==> config.mk <==
export PLATFORM = sky130hd
export DESIGN_NAME = seq_divider
export DESIGN_NICKNAME = d
export VERILOG_FILES = /design/src/rtl/seq_divider.sv
export SDC_FILE = /design/constraint.sdc
export NUM_CORES = 1
export LEC_CHECK = 0
export ABC_CLOCK_PERIOD_IN_PS = 2800
export BUFFER_PORTS_ARGS = -buffer_cell sky130_fd_sc_hd__buf_2
export CORE_ASPECT_RATIO = 2
export CORE_MARGIN = 2
export CORE_UTILIZATION = 50
export CTS_BUF_LIST = sky130_fd_sc_hd__clkbuf_8
export CTS_CLUSTER_SIZE = 40
export DETAILED_ROUTE_END_ITERATION = 8
export GPL_TIMING_DRIVEN = 0
export PLACE_DENSITY = 0.72
export SLEW_MARGIN = 25
export SYNTH_ARGS = -nofsm -noshare
export SYNTH_HDL_FRONTEND = slang
export SYNTH_SLANG_ARGS = --single-unit
export TNS_END_PERCENT = 50
==> constraint.sdc <==
create_clock -name clk -period 2.8 [get_ports clk]
set_input_delay 0.56 -clock clk [delete_from_list [all_inputs] [get_ports clk]]
set_output_delay 0.56 -clock clk [all_outputs]
set_load 0.005 [all_outputs]
==> src/rtl/seq_divider.sv <==
// seq_divider: multi-cycle RV32M divider (DIV, DIVU, REM, REMU).
// Radix-2 restoring shift-subtract, one quotient bit per clock. Operands are
// reduced to magnitudes on accept, and the sign is fixed up in FINISH.
// Divide-by-zero and signed overflow skip the iteration and finish at once.
module seq_divider #(
  parameter int WIDTH = 32,
  parameter int CNT_W = 6
) (
  input  logic             clk,
  input  logic             rst,
  input  logic             start,
  input  logic [1:0]       op,
  input  logic [WIDTH-1:0] dividend,
  input  logic [WIDTH-1:0] divisor,
  output logic             busy,
  output logic             done,
  output logic [WIDTH-1:0] result
);

  typedef enum logic [1:0] {IDLE, CALC, FINISH} state_t;

  localparam logic [CNT_W-1:0] CNT_INIT = CNT_W'(WIDTH);
  localparam logic [WIDTH-1:0] MIN_NEG  = {1'b1, {(WIDTH-1){1'b0}}};

  state_t           state;
  state_t           state_next;
  logic [WIDTH-1:0] quo;
  logic [WIDTH-1:0] rem;
  logic [WIDTH-1:0] dsr;
  logic [WIDTH-1:0] result_q;
  logic [CNT_W-1:0] cnt;
  logic             special;
  logic             is_rem;
  logic             neg_q;
  logic             neg_r;

  logic             accept;
  logic             a_neg;
  logic             b_neg;
  logic             div_zero;
  logic             ovf;
  logic [WIDTH-1:0] a_mag;
  logic [WIDTH-1:0] b_mag;
  logic [WIDTH:0]   trial;
  logic             fits;
  logic [WIDTH-1:0] diff;
  logic [WIDTH-1:0] q_fix;
  logic [WIDTH-1:0] r_fix;
  logic [WIDTH-1:0] res_fix;

  // A new request is taken whenever no iteration is running, which includes
  // the done cycle so operations can be issued back to back.
  assign accept   = start && (state != CALC);
  assign a_neg    = ~op[0] & dividend[WIDTH-1];
  assign b_neg    = ~op[0] & divisor[WIDTH-1];
  assign a_mag    = a_neg ? ('0 - dividend) : dividend;
  assign b_mag    = b_neg ? ('0 - divisor) : divisor;
  assign div_zero = (divisor == '0);
  assign ovf      = ~op[0] && (dividend == MIN_NEG) && (divisor == '1);

  // The trial remainder is one bit wider than the operands so the compare
  // never overflows; when it fits, the low WIDTH bits of the difference are
  // exact because the true difference is below the divisor.
  assign trial = {rem, quo[WIDTH-1]};
  assign fits  = (trial >= {1'b0, dsr});
  assign diff  = trial[WIDTH-1:0] - dsr;

  // Special cases already hold their final values and bypass sign fix-up.
  assign q_fix   = (special || !neg_q) ? quo : ('0 - quo);
  assign r_fix   = (special || !neg_r) ? rem : ('0 - rem);
  assign res_fix = is_rem ? r_fix : q_fix;

  assign busy   = (state == CALC);
  assign done   = (state == FINISH);
  assign result = (state == FINISH) ? res_fix : result_q;

  // State register.
  always_ff @(posedge clk) begin
    if (rst) state <= IDLE;
    else     state <= state_next;
  end

  // Next-state logic: specials go straight to FINISH, others iterate WIDTH times.
  always_comb begin
    state_next = state;
    case (state)
      IDLE: begin
        if (accept) state_next = (div_zero || ovf) ? FINISH : CALC;
      end
      CALC: begin
        if (cnt == CNT_W'(1)) state_next = FINISH;
      end
      FINISH: begin
        if (accept) state_next = (div_zero || ovf) ? FINISH : CALC;
        else        state_next = IDLE;
      end
      default: state_next = IDLE;
    endcase
  end

  // Datapath: operand capture, one shift-subtract step per CALC cycle, and
  // the result register that holds the last answer between done pulses.
  always_ff @(posedge clk) begin
    if (rst) begin
      quo      <= '0;
      rem      <= '0;
      dsr      <= '0;
      result_q <= '0;
      cnt      <= '0;
      special  <= 1'b0;
      is_rem   <= 1'b0;
      neg_q    <= 1'b0;
      neg_r    <= 1'b0;
    end else begin
      if (state == CALC) begin
        rem <= fits ? diff : trial[WIDTH-1:0];
        quo <= {quo[WIDTH-2:0], fits};
        cnt <= cnt - CNT_W'(1);
      end
      if (state == FINISH) begin
        result_q <= res_fix;
      end
      if (accept) begin
        is_rem <= op[1];
        neg_q  <= a_neg ^ b_neg;
        neg_r  <= a_neg;
        dsr    <= b_mag;
        cnt    <= CNT_INIT;
        if (div_zero) begin
          quo     <= '1;
          rem     <= dividend;
          special <= 1'b1;
        end else if (ovf) begin
          quo     <= MIN_NEG;
          rem     <= '0;
          special <= 1'b1;
        end else begin
          quo     <= a_mag;
          rem     <= '0;
          special <= 1'b0;
        end
      end
    end
  end

endmodule

==> results.json, run 1 <==
{
  "fin_nets": 1750,
  "fin_crit_ns": 3.806,
  "synth-seq-area-share_pct": 25.80,
  "outcome": "finished, violations left",
  "path_class": "flop to output pin",
  "regArea_um2": 2889,
  "io_pins": 103,
  "placedInstanceArea_um2": 11780,
  "failed_checks": "setup timing",
  "h-tree-depth": 4,
  "grt_pass1_vias": 12040,
  "yosysUniqueCellTypes": 76,
  "rsz0062_at_grt": "true",
  "wl_per_cell_um": 24.33,
  "synth_cells": 1459,
  "drt_iter0_drc": 928,
  "grt_pass1_wl_mm": 66.65,
  "reg2reg_to": "result_q[28]$_SDFF_PP0_",
  "drv_cap": 0,
  "wl_mm": 46.89,
  "syn_area_um2": 10860,
  "fp.dieH_um": 212.4,
  "synth_top_area_share_pct": 25.80,
  "ant_nets": 0,
  "crit_start": "rem[8]$_SDFFE_PP0P_",
  "min_from": "op[1]",
  "worst_pin_slew_ns": 1.012,
  "vdd_drop_max_mv": 0.2793,
  "rrSetupSlack_ns": -0.14,
  "final_area_um2": 13780,
  "fp-row-count": 76,
  "layout_common_cells": "nand2_1 (129), nor2_1 (125), dfxtp_1 (109), buf_2 (104), a21oi_1 (101)",
  "ys_top_cells_by_area": "dfxtp_1 (26%), xnor2_1 (5.6%), a21oi_1 (5.5%), xor2_1 (5.2%), nand2_1 (4.6%)",
  "rr_worst_depth": 10,
  "cp-endpoint": "result[16]",
  "cts_buffers": 17,
  "fp.dieW_um": 108.2,
  "yosys_warnings": 0,
  "critPathArrivalTime_ns": 3.25,
  "port_buffers": 99,
  "dieArea_um2": 22990,
  "synth_edf_count": 0,
  "multi_input_area_um2": 8358,
  "vias": 12371,
  "setup_slack_ns": -1.006,
  "num-fill-cells": 1924,
  "final_common_cell": "nand2_1",
  "avgViaCountPerCell": 6.420,
  "n_antenna_cell": 0,
  "cts.path.max_buffers": 2,
  "antenna_found_initial": 1,
  "path_clk_slew_ns": 0.08,
  "drc_errors": 0,
  "grt_overflow": 0,
  "clock_skew_ns": 0.008422,
  "cts_sinks": 140,
  "place_hpwl_mm": 34.97,
  "crit_path_end_kind": "output pin",
  "powerDensity_nw_per_um2": 577.1,
  "hold_buffers": 0,
  "clock_latency_ns": 0.51,
  "avgSynthCellArea_um2": 7.445,
  "yosysTopAreaCell": "dfxtp_1",
  "start_util_pct": 50.77,
  "core_area_um2": 21400,
  "hold_class": "primary input to flop",
  "maxClockFrequency_mhz": 262.7,
  "place_ws_ns": -1.075,
  "dr.pass1.iters": 7,
  "r2r-start": "rem[8]$_SDFFE_PP0P_",
  "path_max_fanout": 6,
  "required_ns": 2.24,
  "grt_util_all_layers_pct": 39.66,
  "cts-root-buf": "clkbuf_8",
  "slew-limit-headroom_pct": 32.52,
  "place_congestion": 1.004,
  "area_delta_synth_final_pct": 26.86,
  "synth_ff_type": "dfxtp_1",
  "period_share_pct": 135.9,
  "grt_max_degree": 17,
  "setup_viol": 45,
  "cts_tree": "done",
  "start_kind": "flop",
  "syn-num-nets": 1568,
  "ys_ff_latch": 140,
  "maxSlewViolCount": 0,
  "async_flop_share_pct": 0,
  "drive_gt1_share_pct": 25.76,
  "timing_hold_violations_final": 0,
  "p_leak_nw": 5.259
}
through the flow:
stage,hold WS [ns],power [mW],setup TNS [ns],utilization [%],instances
finish,0.2930,7.952,-19.59,64.40,1927
detailed placement,0.4485,5.285,-71.31,55.04,1831
CTS,0.2876,7.450,-25.35,61.06,1897
global placement,0.4392,5.239,-69.02,55.04,1831
global route,0.3092,8.274,-25.32,64.40,1927
floorplan,0.4319,4.379,-2.346,-,1459
cells in the mapped netlist, types with 8 or more instances:
| master | n |
|---|---|
| mux2i_1 | 9 |
| dfxtp_1 | 140 |
| nor4_1 | 25 |
| xor2_1 | 64 |
| ha_1 | 39 |
| or4_1 | 15 |
| nand3_1 | 18 |
| or3_1 | 23 |
| a31oi_1 | 12 |
| nor3_1 | 53 |
| nand2b_1 | 19 |
| a21oi_1 | 119 |
| inv_1 | 62 |
| a221oi_1 | 31 |
| xnor2_1 | 69 |
| o211ai_1 | 16 |
| o21ai_0 | 96 |
| nor2b_1 | 40 |
| a2111oi_0 | 9 |
| o21ai_1 | 8 |
| a211oi_1 | 54 |
| a21o_1 | 12 |
| o41ai_1 | 13 |
| nand2_1 | 132 |
| and2_1 | 11 |
| clkbuf_1 | 86 |
| nor2_1 | 130 |
| o31ai_1 | 19 |
| nand4_1 | 17 |
cell type report:
| cell class | count | area share [%] |
|---|---|---|
| sequential | 140 | 20.97 |
| buffer | 85 | 3.205 |
| clock buffer | 19 | 1.898 |
| inverter | 65 | 1.798 |
| tap | 273 | 2.479 |
| timing repair buffer | 175 | 8.381 |
| clock inverter | 13 | 0.6175 |
| multi-input combinational | 1157 | 60.66 |
cell families after synthesis:
logic type	after synthesis	share of synthesized area (%)
buffers and inverters	162	5.725
adder cells (fa/ha/maj)	40	4.677
flip-flops	140	25.80
XOR/XNOR	133	10.72
multiplexers	12	1.140
AO/OA/AOI/OAI	444	27.06
AND/OR/NAND/NOR	528	24.87
worst min-delay path by stage:
stage	endpoint	slack (ns)	cells past startpoint
floorplan	dsr[22]$_SDFFE_PP0P_	0.43	2
global placement	dsr[26]$_SDFFE_PP0P_	0.44	2
detailed placement	dsr[31]$_SDFFE_PP0P_	0.45	2
CTS	is_rem$_SDFFE_PP0P_	0.29	3
global route	is_rem$_SDFFE_PP0P_	0.31	3
finish	is_rem$_SDFFE_PP0P_	0.29	3
power by group:
part | switching (mW) | internal (mW)
sequential | 0.305 | 2.18
clock | 0.823 | 0.720
combinational | 2.25 | 1.67
total | 3.38 | 4.57
state kept, by name, indices dropped and copies added (netlist names):
signal / count
dsr: 32
state: 2
result_q: 32
rem: 32
neg_q: 1
cnt: 6
is_rem: 1
special: 1
quo: 32
neg_r: 1
critical path, cell delays in order, from the launching register on:
cell and delay, ns:
dfxtp_2 0.40, or4_4 0.52, or3_4 0.35, or4_4 0.47, buf_12 0.18, o31ai_4 0.20
xnor2_2 0.14, mux2i_1 0.11, o21ai_1 0.22, buf_2 0.15
timing repair:
item / in CTS / in global routing
setup buffers: 42 / 31
gates cloned: 3 / 1
endpoints found under the setup margin: 118 / 136
resized for setup: 164 / 145
pin swaps: 39 / 60
metal layers:
layer / track usage [%] / wire (µm) / up-vias
met5: 0 / 12 / -
met4: 41.56 / 5935 / 2
met3: 8.216 / 3232 / 306
met2: 71.91 / 23700 / 622
met1: 33.36 / 14010 / 5749
li1: - / - / 5692
Note: power is estimated with default switching activity, not from simulation.
==> run 2, diff against run 1 <==
Settings changed: ABC_CLOCK_PERIOD_IN_PS 2800 to 3800, PLACE_DENSITY 0.72 to 0.69.
Clock period 2.8 ns to 3.8 ns, I/O delays scaled along.
==> run 2 against run 1 <==
  * The run still ends with setup timing left
  * Die area unchanged
  * Core utilization down 6.4 points
  * Global-route usage is 1.5 points lower
  * Sequential power is 27% lower
  * Clock power is 30% lower
  * Design area shrank 10%
  * Clock skew is 0.0022 ns higher
  * First-iteration DRC count fell by 6.5%
  * Largest power group unchanged
  * Highest routed layer is now met4
==> results.json, run 2 (synthesized netlist as in run 1, its figures left out) <==
{
  "outcome": "finished, violations left",
  "failed_checks": "setup timing",
  "rrSetupSlack_ns": 0.18,
  "fp.dieH_um": 212.4,
  "drt-met1-wl_mm": 13.76,
  "slew-limit-headroom_pct": 31.37,
  "required_ns": 3.04,
  "wl_met3_mm": 2.121,
  "drive_gt1_share_pct": 13.80,
  "grt_pass1_wl_mm": 64.60,
  "path_class": "flop to output pin",
  "maxClockFrequency_mhz": 251.5,
  "place_congestion": 1.046,
  "wl_mm": 43.41,
  "period_share_pct": 104.6,
  "place_hpwl_mm": 34.70,
  "power_mw": 5.121,
  "power_switching_mw": 2.176,
  "hold_class": "flop to flop",
  "vdd_drop_max_mv": 0.1987,
  "layout_common_cells": "nand2_1 (131), dfxtp_1 (130), nor2_1 (129), a21oi_1 (116), buf_2 (104)",
  "internal_power_mw": 2.945,
  "powerDensity_nw_per_um2": 412.8,
  "grt_util_all_layers_pct": 38.13,
  "grt_max_degree": 17,
  "cts.path.max_buffers": 2,
  "seq_power_share_pct": 35.5,
  "crit_start": "rem[3]$_SDFFE_PP0P_",
  "worst_hold_slack_ns": 0.4580,
  "cp-endpoint": "result[20]",
  "dr.max_layer_used": "met4",
  "critPathArrivalTime_ns": 3.22,
  "timing_hold_violations_final": 0,
  "sw_frac_of_total_pct": 42.49,
  "fin_crit_ns": 3.976,
  "avgViaCountPerCell": 6.299,
  "utilization_pct": 57.98,
  "area_delta_synth_final_pct": 14.20,
  "setup_slack_ns": -0.1758,
  "rr_worst_depth": 11,
  "drt_iter0_drc": 868,
  "grt_overflow": 0,
  "r2r-start": "rem[13]$_SDFFE_PP0P_",
  "path_max_fanout": 6,
  "fp-row-count": 76,
  "clock_latency_ns": 0.50,
  "fp.dieW_um": 108.2,
  "io_pins": 103,
  "cts_tree": "done",
  "dr.pass1.iters": 9,
  "drc_errors": 0,
  "grt_pass1_vias": 11919,
  "combPwrFrac_pct": 43.5,
  "antenna_found_initial": 0,
  "rsz0062_at_grt": "true",
  "reg2reg_to": "rem[1]$_SDFFE_PP0P_",
  "worst_pin_slew_ns": 1.029,
  "n_antenna_cell": 0,
  "start_kind": "flop",
  "h-tree-depth": 4,
  "route.met2.wl_mm": 22.75,
  "core_area_um2": 21400,
  "cts_sinks": 140,
  "clock_skew_ns": 0.01063,
  "p_clk_share_pct": 21.0,
  "path_clk_slew_ns": 0.07,
  "hold_buffers": 0,
  "cts_buffers": 17,
  "vias": 11804,
  "drv_cap": 0,
  "final_common_cell": "nand2_1",
  "port_buffers": 99,
  "p_leak_nw": 4.742,
  "fin_nets": 1700,
  "dieArea_um2": 22990,
  "start_util_pct": 50.77,
  "setup_viol": 10,
  "crit_path_end_kind": "output pin",
  "wl_per_cell_um": 23.16,
  "fin_setup_tns_ns": -1.466,
  "ant_nets": 0,
  "cts-root-buf": "clkbuf_8",
  "maxSlewViolCount": 0
}
==> run 2: cell count changes in the layout (fill, tap and decap cells not counted), moves of 11 or more <==
cell,delta
o21ai_1,-14
ha_1,+21
buf_6,-13
clkbuf_1,+28
a21oi_2,-11
o21ai_0,+19
a221oi_2,-14
a21oi_1,+15
dfxtp_1,+21
ha_4,-15
a221oi_1,+14
dfxtp_4,-15
buf_4,-48
==> run 2: layout make-up <==
| type | count | area [µm²] |
|---|---|---|
| multi-input cells | 1157 | 7665 |
| fillers | 2138 | 8991 |
| flip-flops and latches | 140 | 2825 |
| clock buffers | 21 | 289.0 |
| clock inverters | 8 | 32.53 |
| repair buffers | 113 | 613.1 |
| inverters | 65 | 244.0 |
| well taps | 273 | 341.6 |
| plain buffers | 97 | 394.1 |
==> run 2: worst min-delay path by stage <==
| stage | start | end | slack [ns] | cells past startpoint |
|---|---|---|---|---|
| after floorplan | dsr[22]$_SDFFE_PP0P_ | dsr[22]$_SDFFE_PP0P_ | 0.43 | 2 |
| after global placement | dsr[26]$_SDFFE_PP0P_ | dsr[26]$_SDFFE_PP0P_ | 0.44 | 2 |
| after detailed placement | dsr[26]$_SDFFE_PP0P_ | dsr[26]$_SDFFE_PP0P_ | 0.44 | 2 |
| after CTS | dsr[26]$_SDFFE_PP0P_ | dsr[26]$_SDFFE_PP0P_ | 0.45 | 2 |
| after global routing | dsr[22]$_SDFFE_PP0P_ | dsr[22]$_SDFFE_PP0P_ | 0.48 | 2 |
| final | dsr[26]$_SDFFE_PP0P_ | dsr[26]$_SDFFE_PP0P_ | 0.46 | 2 |
==> run 2: metal layers <==
metal,vias up,global-route usage (%)
met5,-,0
met4,0,36.96
met3,251,6.346
met2,531,71.05
met1,5424,32.66
li1,5598,-
==> run 2: power by group through the flow <==
stage               Combinational [mW]  Clock [mW]  Sequential, mW
global placement                  2.00           0            1.82
global route                      2.42        1.12            1.83
CTS                               2.16        1.08            1.80
detailed placement                2.01           0            1.83
floorplan                         1.45           0            1.75
finish                            2.23        1.08            1.82
==> run 2: worst max-delay path, cell delays in order (launching register included) <==
cell     delay, ns
dfxtp_4       0.38
or3_4         0.42
or3b_4        0.42
or4_4         0.53
buf_12        0.18
o41ai_4       0.22
xnor2_1       0.15
mux2i_1       0.10
o21ai_1       0.18
buf_2         0.13
==> run 2: what timing repair did <==
item                       CTS  global route
pin swaps                   18            16
hold endpoints to repair     0             0
setup endpoints to repair   28            46
resized for setup           43            36
gates cloned                 1             0
setup buffers               13             2
==> run 2: stage by stage <==
| step | setup WS [ns] | cell area [µm²] | std cells |
|---|---|---|---|
| floorplan | 0.5348 | 10860 | 1459 |
| global placement | -0.2242 | 11700 | 1831 |
| detailed placement | -0.2686 | 11700 | 1831 |
| CTS | -0.2022 | 12320 | 1874 |
| global route | -0.3037 | 12400 | 1874 |
| finish | -0.1758 | 12400 | 1874 |
